<file path="config.mk">
export PLATFORM = sky130hd
export DESIGN_NAME = mtr_drv_slew
export DESIGN_NICKNAME = d
export VERILOG_FILES = /design/src/rtl/mtr_drv_slew.sv
export SDC_FILE = /design/constraint.sdc
export NUM_CORES = 1
export LEC_CHECK = 0
export BUFFER_PORTS_ARGS = -buffer_cell sky130_fd_sc_hd__buf_2
export CAP_MARGIN = 20
export CELL_PAD_IN_SITES_DETAIL_PLACEMENT = 0
export CELL_PAD_IN_SITES_GLOBAL_PLACEMENT = 1
export CORE_AREA = 2 2 117 119
export DETAILED_ROUTE_END_ITERATION = 7
export DIE_AREA = 0 0 119 121
export PLACE_DENSITY = 0.7
export SETUP_SLACK_MARGIN = 0.4
export SLEW_MARGIN = 20
export SYNTH_ARGS = -nofsm -noshare
export SYNTH_HDL_FRONTEND = slang
export SYNTH_SLANG_ARGS = --single-unit
</file>
<file path="constraint.sdc">
create_clock -name clk -period 8.2 [get_ports clk]
set_input_delay 1.64 -clock clk [delete_from_list [all_inputs] [get_ports clk]]
set_output_delay 1.64 -clock clk [all_outputs]
set_load 0.01 [all_outputs]
</file>
<file path="src/rtl/mtr_drv_slew.sv">
// Multi-channel complementary PWM motor driver with deadtime, target clamping
// and per-period duty slew limiting. All channels share one free-running counter.
module mtr_drv_slew #(
    parameter int unsigned W    = 11,
    parameter int unsigned NCH  = 2,
    parameter int unsigned DEAD = 16,
    parameter int unsigned SLEW = 32
) (
    input  logic             clk,
    input  logic             rst_n,
    input  logic             en,
    input  logic [NCH*W-1:0] spd,
    output logic [NCH-1:0]   PWM1,
    output logic [NCH-1:0]   PWM2,
    output logic [NCH-1:0]   sat,
    output logic             prd_start
);

    typedef logic signed [W+1:0] ext_t;

    localparam logic [W-1:0] CntMax = {W{1'b1}};
    localparam logic [W-1:0] Mid    = {1'b1, {(W-1){1'b0}}};
    localparam logic [W-1:0] DeadW  = W'(DEAD);
    localparam logic [W:0]   DeadE  = (W+1)'(DEAD);
    localparam logic [W-1:0] SlewW  = W'(SLEW);
    localparam ext_t         TgtLo  = ext_t'(DEAD);
    localparam ext_t         TgtHi  = ext_t'((2 ** W) - 1 - DEAD);
    localparam ext_t         SlewE  = ext_t'(SLEW);
    localparam ext_t         MidE   = ext_t'(2 ** (W - 1));

    logic [W-1:0]          cnt_q, cnt_d;
    logic [NCH-1:0][W-1:0] duty_q, duty_d;
    logic [NCH-1:0]        pwm1_q, pwm1_d;
    logic [NCH-1:0]        pwm2_q, pwm2_d;
    logic [NCH-1:0]        sat_q, sat_d;
    logic                  run_q, run_d;
    logic                  prd_q, prd_d;

    always_comb begin
        logic [W-1:0] spd_k;
        logic [W-1:0] duty_nxt;
        ext_t         tgt_raw;
        ext_t         tgt_clp;
        ext_t         diff;
        logic         clip;
        logic         period_end;
        logic         set1, clr1, set2, clr2;

        cnt_d      = cnt_q + W'(1);
        prd_d      = (cnt_d == '0);
        period_end = (cnt_q == CntMax);
        // Low-side turn-on is only allowed once a full high-side phase has started
        // under enable, so re-enabling mid-period cannot emit a stray PWM2 pulse.
        run_d      = en & (run_q | (cnt_q == DeadW));

        for (int k = 0; k < int'(NCH); k++) begin
            spd_k   = spd[k*W +: W];
            tgt_raw = $signed({{2{spd_k[W-1]}}, spd_k}) + MidE;
            tgt_clp = tgt_raw;
            clip    = 1'b0;
            if (tgt_raw < TgtLo) begin
                tgt_clp = TgtLo;
                clip    = 1'b1;
            end else if (tgt_raw > TgtHi) begin
                tgt_clp = TgtHi;
                clip    = 1'b1;
            end

            diff = tgt_clp - $signed({2'b00, duty_q[k]});
            if (diff > SlewE) begin
                duty_nxt = duty_q[k] + SlewW;
            end else if (diff < -SlewE) begin
                duty_nxt = duty_q[k] - SlewW;
            end else begin
                duty_nxt = tgt_clp[W-1:0];
            end

            duty_d[k] = duty_q[k];
            if (!en) begin
                duty_d[k] = Mid;
            end else if (period_end) begin
                duty_d[k] = duty_nxt;
            end
            sat_d[k] = period_end ? clip : sat_q[k];

            // Clear has priority over set on the same count.
            set1 = (cnt_q == DeadW);
            clr1 = (cnt_q == duty_q[k]);
            set2 = run_q && ({1'b0, cnt_q} == ({1'b0, duty_q[k]} + DeadE));
            clr2 = period_end;

            pwm1_d[k] = en && !clr1 && (set1 || pwm1_q[k]);
            pwm2_d[k] = en && !clr2 && (set2 || pwm2_q[k]);
        end
    end

    always_ff @(posedge clk or negedge rst_n) begin
        if (!rst_n) begin
            cnt_q  <= '0;
            duty_q <= {NCH{Mid}};
            pwm1_q <= '0;
            pwm2_q <= '0;
            sat_q  <= '0;
            run_q  <= 1'b0;
            prd_q  <= 1'b0;
        end else begin
            cnt_q  <= cnt_d;
            duty_q <= duty_d;
            pwm1_q <= pwm1_d;
            pwm2_q <= pwm2_d;
            sat_q  <= sat_d;
            run_q  <= run_d;
            prd_q  <= prd_d;
        end
    end

    assign PWM1      = pwm1_q;
    assign PWM2      = pwm2_q;
    assign sat       = sat_q;
    assign prd_start = prd_q;

endmodule

</file>
==> impl_metrics.env, run 1 <==
export IMPL_synth_area_leaders="dfrtp_1 22%, ha_1 7.8%, xnor2_1 5.0%"
export IMPL_core_um2=13100
export IMPL_finalSetupTns_ns=0
export IMPL_grt_max_degree=42
export IMPL_viasPerCell=5.61
export IMPL_fillers=1370
export IMPL_hold_viol_final=0
export IMPL_end_kind="flip-flop"
export IMPL_finalSetupViolations=0
export IMPL_fp_row_count=42
export IMPL_synth_fp_nets=635
export IMPL_drv_slew=0
export IMPL_clock_skew_ns=0.00898
export IMPL_dp_hpwl_um=9580
export IMPL_grtUsageMet2_pct=32.9
export IMPL_grtUsageMet3_pct=1.88
export IMPL_postCtsSetupBuffers=0
export IMPL_min_period_over_period_pct=68.7
export IMPL_die_w_um=119
export IMPL_path_max_fanout=10
export IMPL_antenna_found_initial=0
export IMPL_whs_endpoint="PWM2[1]"
export IMPL_synthFlopType="dfrtp_1"
export IMPL_whs_path_depth=2
export IMPL_io_buffers=31
export IMPL_maxCapViolCount=0
export IMPL_status="complete, no violations"
export IMPL_clkLatencyLatePin_ns=0.30
export IMPL_postCtsHoldBufs=0
export IMPL_drive_gt1_share_pct=10.1
export IMPL_drc=0
export IMPL_cts_buffers=5
export IMPL_cellPowerDensity_nw_per_um2=110
export IMPL_cts_sinks=41
export IMPL_grt_pass1_wl_um=20900
export IMPL_finalCriticalPeriod_ns=5.64
export IMPL_cts_tree="done"
export IMPL_clkTransAtPathRegs_ns=0.06
export IMPL_track_usage_pct=17.8
export IMPL_async_flop_share_pct=100
export IMPL_synth_seq_cells=41
export IMPL_grt_pass1_vias=4235
export IMPL_peakVddDrop_mv=0.0598
export IMPL_critPathRequiredTime_ns=8.41
export IMPL_yosysTopAreaCell="dfrtp_1"
export IMPL_place_congestion=0.896
export IMPL_drt_iter0_drc=269
export IMPL_leakage_uw=0.00202
export IMPL_cts_buffer_depth=2
export IMPL_cts_htree_levels=2
export IMPL_design_portCount=32
export IMPL_startpoint_type="input pin"
export IMPL_drt_wl_total_um=12400
export IMPL_dr_pass1_iters=4
export IMPL_synth_cells=580
export IMPL_maxSlewHeadroom_pct=36.0
export IMPL_seq_area_frac_synth_pct=22.8
export IMPL_ys_types=71
export IMPL_r2r_start="duty_q[5]"
export IMPL_die_height_um=121
export IMPL_vias=4260
export IMPL_criticalPathCategory="input pin to flip-flop"
export IMPL_reg2reg_slack_ns=4.30
export IMPL_ff2ff_path_depth=12
export IMPL_ys_warn_count=0
export IMPL_synth_edf_count=0
export IMPL_yosysTopAreaCellShare_pct=21.6
export IMPL_final_nets=638
export IMPL_syn2layout_area_growth_pct=8.89
export IMPL_hold_class="flip-flop to flip-flop"
export IMPL_dieArea_um2=14400
export IMPL_reg2reg_to="duty_q[0]"
export IMPL_num_antenna_cells=0
export IMPL_syn_area_um2=4520
export IMPL_grt_busiest_layer="met2"
export IMPL_min_from="PWM2[1]"
export IMPL_overflow=0
export IMPL_rsz0062_at_grt="false"
export IMPL_arrival_ns=5.85
export IMPL_root_buffer="clkbuf_16"
export IMPL_holdWs_ns=0.525
export IMPL_avgSynthCellArea_um2=7.79
export IMPL_ant_nets=0
export IMPL_worst_slew_pin_slew_ns=0.959
export IMPL_gr_usage_met1_pct=21.5
export IMPL_ctsResizeCount=0
export IMPL_clock_fmax_mhz=177
export IMPL_start_util_pct=34.5
export IMPL_wl_per_cell_um=16.3
==> cell usage after synthesis, types with 10 or more instances <==
cell       n
ha_1      28
xnor2_1   26
o21a_1    11
xor2_1    25
nor4_1    14
nand3_1   27
a211oi_1  10
nor3_1    16
o21ai_0   29
clkbuf_1  31
inv_1     45
nand4_1   16
a21oi_1   27
nand2_1   36
dfrtp_1   39
mux2i_1   15
nor2_1    52
==> kinds of logic after synthesis <==
| kind of cell | share of synthesized area, % |
|---|---|
| AOI/OAI and AO/OA | 23.2 |
| muxes | 3.57 |
| DFF | 22.8 |
| and+or+nand+nor | 24.9 |
| adders and majority gates | 8.86 |
| buffers and inverters | 6.87 |
| xor gates and xnor gates | 9.89 |
==> through the flow <==
step | cell area (µm²) | total power, µW | util (%) | worst slack [ns] | std cells
after floorplan | 4520 | 283 | - | 2.84 | 580
after global placement | 4750 | 312 | 36.3 | 2.34 | 752
after detailed placement | 4750 | 312 | 36.3 | 2.24 | 752
after CTS | 4920 | 544 | 37.6 | 2.54 | 760
after global routing | 4920 | 563 | 37.6 | 2.00 | 760
final | 4920 | 541 | 37.6 | 2.56 | 760
==> critical path, stage by stage <==
cell	delay, ns
buf_2	0.16
nor4_1	0.30
nand3_1	0.23
o21ai_0	0.17
ha_1	0.22
inv_1	0.06
fa_1	0.41
a21oi_1	0.22
o21ai_0	0.10
a211oi_1	0.66
a211oi_1	0.23
nor4_4	0.40
nand3_1	0.14
o2bb2ai_2	0.28
nand2_2	0.17
or2_2	0.33
a21oi_1	0.12
==> report_power, final <==
group          total [µW]  switching [µW]  leakage, µW  internal (µW)
logic                 106            66.8      0.00139           39.6
registers             202      0.00000204     0.000541            202
clock network         232            87.7    0.0000810            144
==> state kept, by name, summed over array words and instances, names as in the netlist <==
name / flops
duty_q: 22
cnt_q: 11
PWM1: 2
PWM2: 2
sat: 2
prd_start: 1
run_q: 1
==> how the worst max path moves through the flow <==
| stage | startpoint | endpoint |
|---|---|---|
| 2_1_floorplan | spd[17] | duty_q[11] |
| 3_3_place_gp | spd[17] | duty_q[11] |
| 3_5_place_dp | spd[6] | duty_q[0] |
| 4_1_cts | spd[6] | duty_q[0] |
| 5_1_grt | spd[17] | duty_q[19] |
| 6_report | spd[17] | duty_q[11] |
==> final cells by class <==
| class | count | area, µm² | share of cell area, % |
|---|---|---|---|
| Multi-Input combinational cell | 459 | 3180 | 64.6 |
| Sequential cell | 41 | 1030 | 20.9 |
| Tap cell | 176 | 220 | 4.48 |
| Inverter | 45 | 169 | 3.43 |
| Timing Repair Buffer | 31 | 155 | 3.15 |
| Clock buffer | 6 | 129 | 2.62 |
| Clock inverter | 2 | 38.8 | 0.788 |
==> layout by cell type (no fill, tap or decap), drive strengths merged, types with 4 or more instances in the layout <==
cell,count
a31oi,9
nor2b,8
clkbuf,6
a211o,5
nand2,37
a2111oi,4
o21a,11
xor2,25
nor2,52
o31a,4
a21o,6
and2,7
nand4,16
xnor2,26
dfrtp,39
a21oi,27
a211oi,11
nor4,15
buf,31
inv,45
nor3,16
o21ai,30
and3,8
o22ai,5
nand3,27
mux2i,15
or2,4
o21bai,4
ha,28
o31ai,7
nor3b,5
==> metal layers <==
| layer | wire, µm | share of wire [%] | vias to the layer above |
|---|---|---|---|
| li1 | - | - | 2108 |
| met1 | 5410 | 44 | 2030 |
| met2 | 6200 | 50 | 104 |
| met3 | 438 | 3.5 | 18 |
| met4 | 310 | 2.5 | 0 |
| met5 | 0 | 0 | - |
Power figures use the tool's default switching activity.
==> run 2, diff against run 1 <==
--- a/config.mk
+++ b/config.mk
@@ -5,14 +5,15 @@
 export SDC_FILE = /design/constraint.sdc
 export NUM_CORES = 1
 export LEC_CHECK = 0
+export ABC_AREA = 1
 export BUFFER_PORTS_ARGS = -buffer_cell sky130_fd_sc_hd__buf_2
 export CAP_MARGIN = 20
 export CELL_PAD_IN_SITES_DETAIL_PLACEMENT = 0
 export CELL_PAD_IN_SITES_GLOBAL_PLACEMENT = 1
-export CORE_AREA = 2 2 117 119
+export CORE_AREA = 2 2 119 121
 export DETAILED_ROUTE_END_ITERATION = 7
-export DIE_AREA = 0 0 119 121
-export PLACE_DENSITY = 0.7
+export DIE_AREA = 0 0 121 123
+export PLACE_DENSITY = 0.73
 export SETUP_SLACK_MARGIN = 0.4
 export SLEW_MARGIN = 20
 export SYNTH_ARGS = -nofsm -noshare
==> constraint.sdc (replaced) <==
create_clock -name clk -period 5.6 [get_ports clk]
set_input_delay 1.12 -clock clk [delete_from_list [all_inputs] [get_ports clk]]
set_output_delay 1.12 -clock clk [all_outputs]
set_load 0.01 [all_outputs]
==> run 2 against run 1 <==
Hold slack lost 0.029 ns. Core utilization grew 0.32 points. Setup slack lost 0.80 ns. Register-to-register slack lost 1.4 ns. Final cell count grew 23%.
==> impl_metrics.env, run 2 <==
export IMPL_clock_fmax_mhz=261
export IMPL_postCtsHoldBufs=0
export IMPL_postCtsSetupBuffers=0
export IMPL_maxCapViolCount=0
export IMPL_synth_compound_area_share_pct=3.62
export IMPL_cts_htree_levels=2
export IMPL_vias=4541
export IMPL_power_frac_clock_pct=44.8
export IMPL_die_height_um=123
export IMPL_min_period_over_period_pct=68.5
export IMPL_topRoutingLayerUsed="met4"
export IMPL_mostFrequentLayoutCells="204 x nand2_1, 102 x nand3_1, 98 x inv_1"
export IMPL_cts_buffer_depth=2
export IMPL_core_um2=13600
export IMPL_synth_top_cells_by_count="204 x nand2_1, 102 x nand3_1, 98 x inv_1"
export IMPL_start_util_pct=34.6
export IMPL_p_int_uw=608
export IMPL_reg2reg_to="duty_q[0]"
export IMPL_regMostFlops="duty_q"
export IMPL_final_nets=805
export IMPL_leakage_uw=0.00281
export IMPL_peakVddDrop_mv=0.147
export IMPL_clock_skew_ns=0.00649
export IMPL_dieArea_um2=14900
export IMPL_ff2ff_path_depth=13
export IMPL_r2r_start="duty_q[5]"
export IMPL_drv_slew=0
export IMPL_top_regs="duty_q x22, cnt_q x11"
export IMPL_dpl_cell_area_um2=4970
export IMPL_synth_fp_nets=792
export IMPL_synth_edf_count=0
export IMPL_design_portCount=32
export IMPL_die_w_um=121
export IMPL_cpLargestDelayFamily="simple AND/OR/NAND/NOR gates"
export IMPL_wl_met3_um=396
export IMPL_final_util_pct=37.9
export IMPL_clkLatencyLatePin_ns=0.28
export IMPL_endpoint="duty_q[11]"
export IMPL_p_switching_uw=233
export IMPL_yosysTopAreaCellShare_pct=20.8
export IMPL_arrival_ns=4.00
export IMPL_yosys_area_share_simple_pct=44.0
export IMPL_pwr_share_seq_pct=35.2
export IMPL_wl_per_cell_um=13.2
export IMPL_syn2layout_area_growth_pct=9.74
export IMPL_ys_warn_count=0
export IMPL_slowest_stage="fa_1"
export IMPL_place_congestion=0.887
export IMPL_cellPowerDensity_nw_per_um2=163
export IMPL_ant_nets=0
export IMPL_hold_class="flip-flop to flip-flop"
export IMPL_worst_slew_pin_slew_ns=0.925
export IMPL_overflow=0
export IMPL_final_area_um2=5160
export IMPL_ctsResizeCount=0
export IMPL_holdWs_ns=0.497
export IMPL_cts_buffers=5
export IMPL_dr_pass1_iters=4
export IMPL_end_kind="flip-flop"
export IMPL_grt_max_degree=42
export IMPL_grt_pass1_vias=4441
export IMPL_rsz0062_at_grt="false"
export IMPL_cp_buffers_inverters=2
export IMPL_synth_fa_ha_area_share_pct=8.30
export IMPL_avgSynthCellArea_um2=6.38
export IMPL_root_buffer="clkbuf_16"
export IMPL_switching_share_pct=27.7
export IMPL_register_area_um2=1030
export IMPL_finalCriticalPeriod_ns=3.84
export IMPL_synthFlopType="dfrtp_1"
export IMPL_crit_cells=18
export IMPL_synth_seq_cells=41
export IMPL_synth_cells=737
export IMPL_synthMuxAreaShare_pct=0
export IMPL_slowest_delay_ns=0.45
export IMPL_grt_pass1_wl_um=20800
export IMPL_seq_area_frac_synth_pct=21.9
export IMPL_cts_sinks=41
export IMPL_hold_viol_final=0
export IMPL_antenna_found_initial=0
export IMPL_path_max_fanout=9
export IMPL_crit_chain="buf_2 > nor4_1 > nand4_1 > o21ai_0 > ha_1 > inv_1 > fa_1 > xor2_1 > nor3_1 > nand3_1 > nand2_1 > nand2_1 > nor2_2 > nand4_4 > nand2_4 > nand3_2 > nand3_1 > o21ai_1"
export IMPL_io_buffers=31
export IMPL_yosysTopAreaCell="dfrtp_1"
export IMPL_drt_iter0_drc=224
export IMPL_reg2reg_slack_ns=2.89
export IMPL_wl_met1_um=6300
export IMPL_finalSetupViolations=0
export IMPL_route_met2_wl_um=5580
export IMPL_syn_area_um2=4700
export IMPL_drc=0
export IMPL_final_common_cell="nand2_1"
export IMPL_synth_top_family_by_area="simple AND/OR/NAND/NOR gates"
export IMPL_cp_startpoint="spd[17]"
export IMPL_fp_row_count=43
export IMPL_p_comb_share_pct=19.9
export IMPL_yosysMostFrequentCell="nand2_1"
export IMPL_multiInputGateArea_um2=3130
export IMPL_startpoint_type="input pin"
export IMPL_maxSlewHeadroom_pct=38.3
export IMPL_synth_xor_area_share_pct=10.6
export IMPL_dp_hpwl_um=10300
export IMPL_drive_gt1_share_pct=11.5
export IMPL_status="complete, no violations"
export IMPL_ys_types=39
export IMPL_criticalPathCategory="input pin to flip-flop"
export IMPL_drt_wl_total_um=12300
export IMPL_viasPerCell=4.88
export IMPL_cts_tree="done"
export IMPL_track_usage_pct=17.2
export IMPL_finalSetupTns_ns=0
export IMPL_clkTransAtPathRegs_ns=0.06
export IMPL_num_antenna_cells=0
export IMPL_critPathRequiredTime_ns=5.76
export IMPL_synth_area_leaders="dfrtp_1 21%, nand2_1 16%, nand3_1 11%"
export IMPL_largest_reg_flops=22
export IMPL_async_flop_share_pct=100
export IMPL_fillers=1485
run 2: cell count changes in the layout (fill, tap and decap cells not counted), moves of 11 or more:
cell | previous run | this run
xor2_1 | 25 | 45
inv_1 | 45 | 98
o21a_1 | 11 | 0
mux2i_1 | 15 | 0
nand3_1 | 27 | 102
a21oi_1 | 27 | 10
nor2_1 | 52 | 65
xnor2_1 | 26 | 12
o21ai_0 | 29 | 10
nand2_1 | 36 | 204
run 2: worst min path at each step:
stage,from,end,slack (ns),cells after the start
finish,sat[0],sat[0],0.50,2
global route,PWM2[0],PWM2[0],0.55,2
floorplan,run_q,run_q,0.49,2
global placement,PWM2[1],PWM2[1],0.48,2
CTS,PWM2[1],PWM2[1],0.51,2
detailed placement,sat[1],sat[1],0.49,2
run 2: kinds of logic (layout without fill, tap and decap cells):
family                     count (synthesis)  in the layout
AOI/OAI and AO/OA                         30             30
xor gates and xnor gates                  57             57
and+or+nand+nor                          441            441
DFF                                       41             41
adders and majority gates                 30             30
buffers and inverters                    138            152
run 2: routing by layer:
layer / vias to the layer above / GRT usage (%)
li1: 2358 / -
met1: 2109 / 24.4
met2: 67 / 28.7
met3: 7 / 2.26
met4: 0 / 2.11
met5: - / 0
run 2: worst min-delay path, delay by kind of cell, from the launching register on:
family           cells  cell delay, ns
flip-flops           1            0.36
AND/OR/NAND/NOR      2            0.11
run 2: through the flow:
step	total power, µW	cells	setup slack [ns]
6_report	841	931	1.76
5_1_grt	882	931	1.34
4_1_cts	848	931	1.73
3_5_place_dp	468	923	1.43
3_3_place_gp	469	923	1.46
2_1_floorplan	422	737	2.05
run 2: final cells by class:
type | count | share of cell area (%)
clock buffer | 5 | 2.42
inverter | 113 | 8.32
multi-input combinational | 558 | 60.6
sequential | 41 | 19.9
clock inverter | 3 | 1.33
timing repair buffer | 31 | 3.01
tap | 180 | 4.36
run 2: power by group through the flow:
stage	logic, µW	registers [µW]	clock network, µW
2_1_floorplan	120	302	0
3_5_place_dp	167	302	0
6_report	168	296	377
3_3_place_gp	167	302	0
5_1_grt	192	296	394
4_1_cts	168	296	384
==> run 3, diff against run 2 <==
--- a/config.mk
+++ b/config.mk
@@ -5,15 +5,15 @@
 export SDC_FILE = /design/constraint.sdc
 export NUM_CORES = 1
 export LEC_CHECK = 0
-export ABC_AREA = 1
+export ABC_AREA = 0
 export BUFFER_PORTS_ARGS = -buffer_cell sky130_fd_sc_hd__buf_2
 export CAP_MARGIN = 20
 export CELL_PAD_IN_SITES_DETAIL_PLACEMENT = 0
 export CELL_PAD_IN_SITES_GLOBAL_PLACEMENT = 1
-export CORE_AREA = 2 2 119 121
+export CORE_AREA = 2 2 117 119
 export DETAILED_ROUTE_END_ITERATION = 7
-export DIE_AREA = 0 0 121 123
-export PLACE_DENSITY = 0.73
+export DIE_AREA = 0 0 119 121
+export PLACE_DENSITY = 0.7
 export SETUP_SLACK_MARGIN = 0.4
 export SLEW_MARGIN = 20
 export SYNTH_ARGS = -nofsm -noshare
==> constraint.sdc (replaced) <==
create_clock -name clk -period 3.71 [get_ports clk]
set_input_delay 0.742 -clock clk [delete_from_list [all_inputs] [get_ports clk]]
set_output_delay 0.742 -clock clk [all_outputs]
set_load 0.01 [all_outputs]
==> run 3 against run 2 <==
Critical endpoint is now duty_q[9]. Largest power group is now sequential cells. Via count increased by 3.6%. The run now ends with negative setup slack left. Largest cell class unchanged. Die area decreased by 3.3%. Non-clock buffer count up 117.
==> impl_metrics.env, run 3 (same netlist as run 1, synthesis figures left out) <==
export IMPL_maxSlewHeadroom_pct=36.0
export IMPL_mostFrequentLayoutCells="99 x buf_4, 49 x nor2_1, 43 x inv_1"
export IMPL_num_antenna_cells=0
export IMPL_syn2layout_area_growth_pct=42.8
export IMPL_overflow=0
export IMPL_drv_slew=0
export IMPL_worst_slew_pin_slew_ns=0.960
export IMPL_slowest_delay_ns=0.40
export IMPL_cp_buffers_inverters=2
export IMPL_startpoint_type="input pin"
export IMPL_io_buffers=31
export IMPL_path_max_fanout=5
export IMPL_die_height_um=121
export IMPL_criticalPathCategory="input pin to flip-flop"
export IMPL_root_buffer="clkbuf_16"
export IMPL_min_period_over_period_pct=109
export IMPL_leakage_uw=0.00275
export IMPL_grt_pass1_vias=4808
export IMPL_clock_skew_ns=0.00770
export IMPL_drc=0
export IMPL_end_kind="flip-flop"
export IMPL_clock_fmax_mhz=248
export IMPL_dr_pass1_iters=4
export IMPL_critPathRequiredTime_ns=3.87
export IMPL_cts_buffer_depth=2
export IMPL_holdWs_ns=0.525
export IMPL_cts_tree="done"
export IMPL_violations="negative setup slack"
export IMPL_hold_class="flip-flop to flip-flop"
export IMPL_core_um2=13100
export IMPL_finalCriticalPeriod_ns=4.04
export IMPL_rsz0062_at_grt="true"
export IMPL_finalSetupTns_ns=-4.53
export IMPL_cts_sinks=41
export IMPL_top_regs="duty_q x22, cnt_q x11"
export IMPL_ant_nets=0
export IMPL_largest_reg_flops=22
export IMPL_peakVddDrop_mv=0.162
export IMPL_dieArea_um2=14400
export IMPL_final_common_cell="buf_4"
export IMPL_regMostFlops="duty_q"
export IMPL_antenna_found_initial=0
export IMPL_cts_htree_levels=2
export IMPL_die_w_um=119
export IMPL_viasPerCell=5.37
export IMPL_cpLargestDelayFamily="simple AND/OR/NAND/NOR gates"
export IMPL_hold_viol_final=0
export IMPL_clkLatencyLatePin_ns=0.29
export IMPL_maxCapViolCount=0
export IMPL_postCtsHoldBufs=0
export IMPL_fp_row_count=42
export IMPL_cts_buffers=5
export IMPL_place_congestion=0.889
export IMPL_cellPowerDensity_nw_per_um2=200
export IMPL_final_nets=755
export IMPL_wl_per_cell_um=16.3
export IMPL_dp_hpwl_um=10700
export IMPL_slowest_stage="or3b_4"
export IMPL_clkTransAtPathRegs_ns=0.06
export IMPL_drive_gt1_share_pct=35.7
export IMPL_fin_ws_ns=-0.326
export IMPL_arrival_ns=4.20
export IMPL_grt_max_degree=42
export IMPL_track_usage_pct=20.0
export IMPL_vias=4706
export IMPL_grt_pass1_wl_um=23500
export IMPL_finalSetupViolations=22
export IMPL_final_util_pct=49.3
export IMPL_crit_chain="buf_8 > nor4_2 > nand3_1 > buf_6 > o21a_4 > ha_4 > nand2_4 > a211oi_4 > nor4b_4 > or3_4 > a2111oi_4 > nand4_1 > a22o_4 > or3b_4 > a31oi_4 > o22ai_1"
export IMPL_drt_wl_total_um=14300
export IMPL_status="complete, but fails checks"
export IMPL_drt_iter0_drc=311
export IMPL_design_portCount=32
export IMPL_p_total_uw=1290
export IMPL_start_util_pct=34.5
[run 3: area by class of cell]
type / count / area, µm²
Tap cell: 176 / 220
Multi-Input combinational cell: 459 / 3740
Inverter: 45 / 169
Clock buffer: 6 / 129
Timing Repair Buffer: 148 / 1150
Fill cell: 1279 / 6630
Clock inverter: 2 / 15.0
Sequential cell: 41 / 1030
[run 3: through the flow]
stage / instance area (µm²) / cells / setup WS (ns)
finish: 6450 / 877 / -0.326
global route: 6450 / 877 / -0.499
CTS: 6180 / 865 / -0.313
detailed placement: 5600 / 841 / -0.711
global placement: 5600 / 841 / -0.703
floorplan: 4740 / 580 / -0.344
[run 3: routing by layer]
metal  up-vias  track usage, %  wire, µm
li1       2348               -         -
met1      2255            23.8      6100
met2        85            37.8      7610
met3        18            1.69       332
met4         0            6.62       275
met5         -               0         0
[run 3: path summary, 6_finish.rpt]
| check | from | end | slack [ns] | depth (start not counted) |
|---|---|---|---|---|
| min in group asynchronous | rst_n | sat[1] | 0.60 | 1 |
| max in group asynchronous | rst_n | duty_q[6] | 2.51 | 1 |
| hold reg to reg | PWM2[1] | PWM2[1] | 0.53 | 2 |
| hold / removal | PWM2[1] | PWM2[1] | 0.53 | 2 |
| setup / recovery | spd[6] | duty_q[9] | -0.33 | 16 |
| setup reg to reg | duty_q[4] | duty_q[9] | 0.25 | 12 |
[run 3: what timing repair did]
item | CTS | global route
resized for setup | 63 | 38
pin swaps | 41 | 35
cloned | 0 | 0
setup endpoints to repair | 22 | 22
setup buffers | 16 | 12
[run 3: tightest hold or removal path, cell delays in order, from the launching register on]
cell and delay (ns):
dfrtp_1 0.38, inv_1 0.06, a21oi_1 0.05
[run 3: where the power goes]
part,leakage (µW),internal [µW],switching (µW)
registers,0.000541,447,0.00000234
logic,0.00214,201,207
clock network,0.0000631,250,189
total,0.00275,898,396
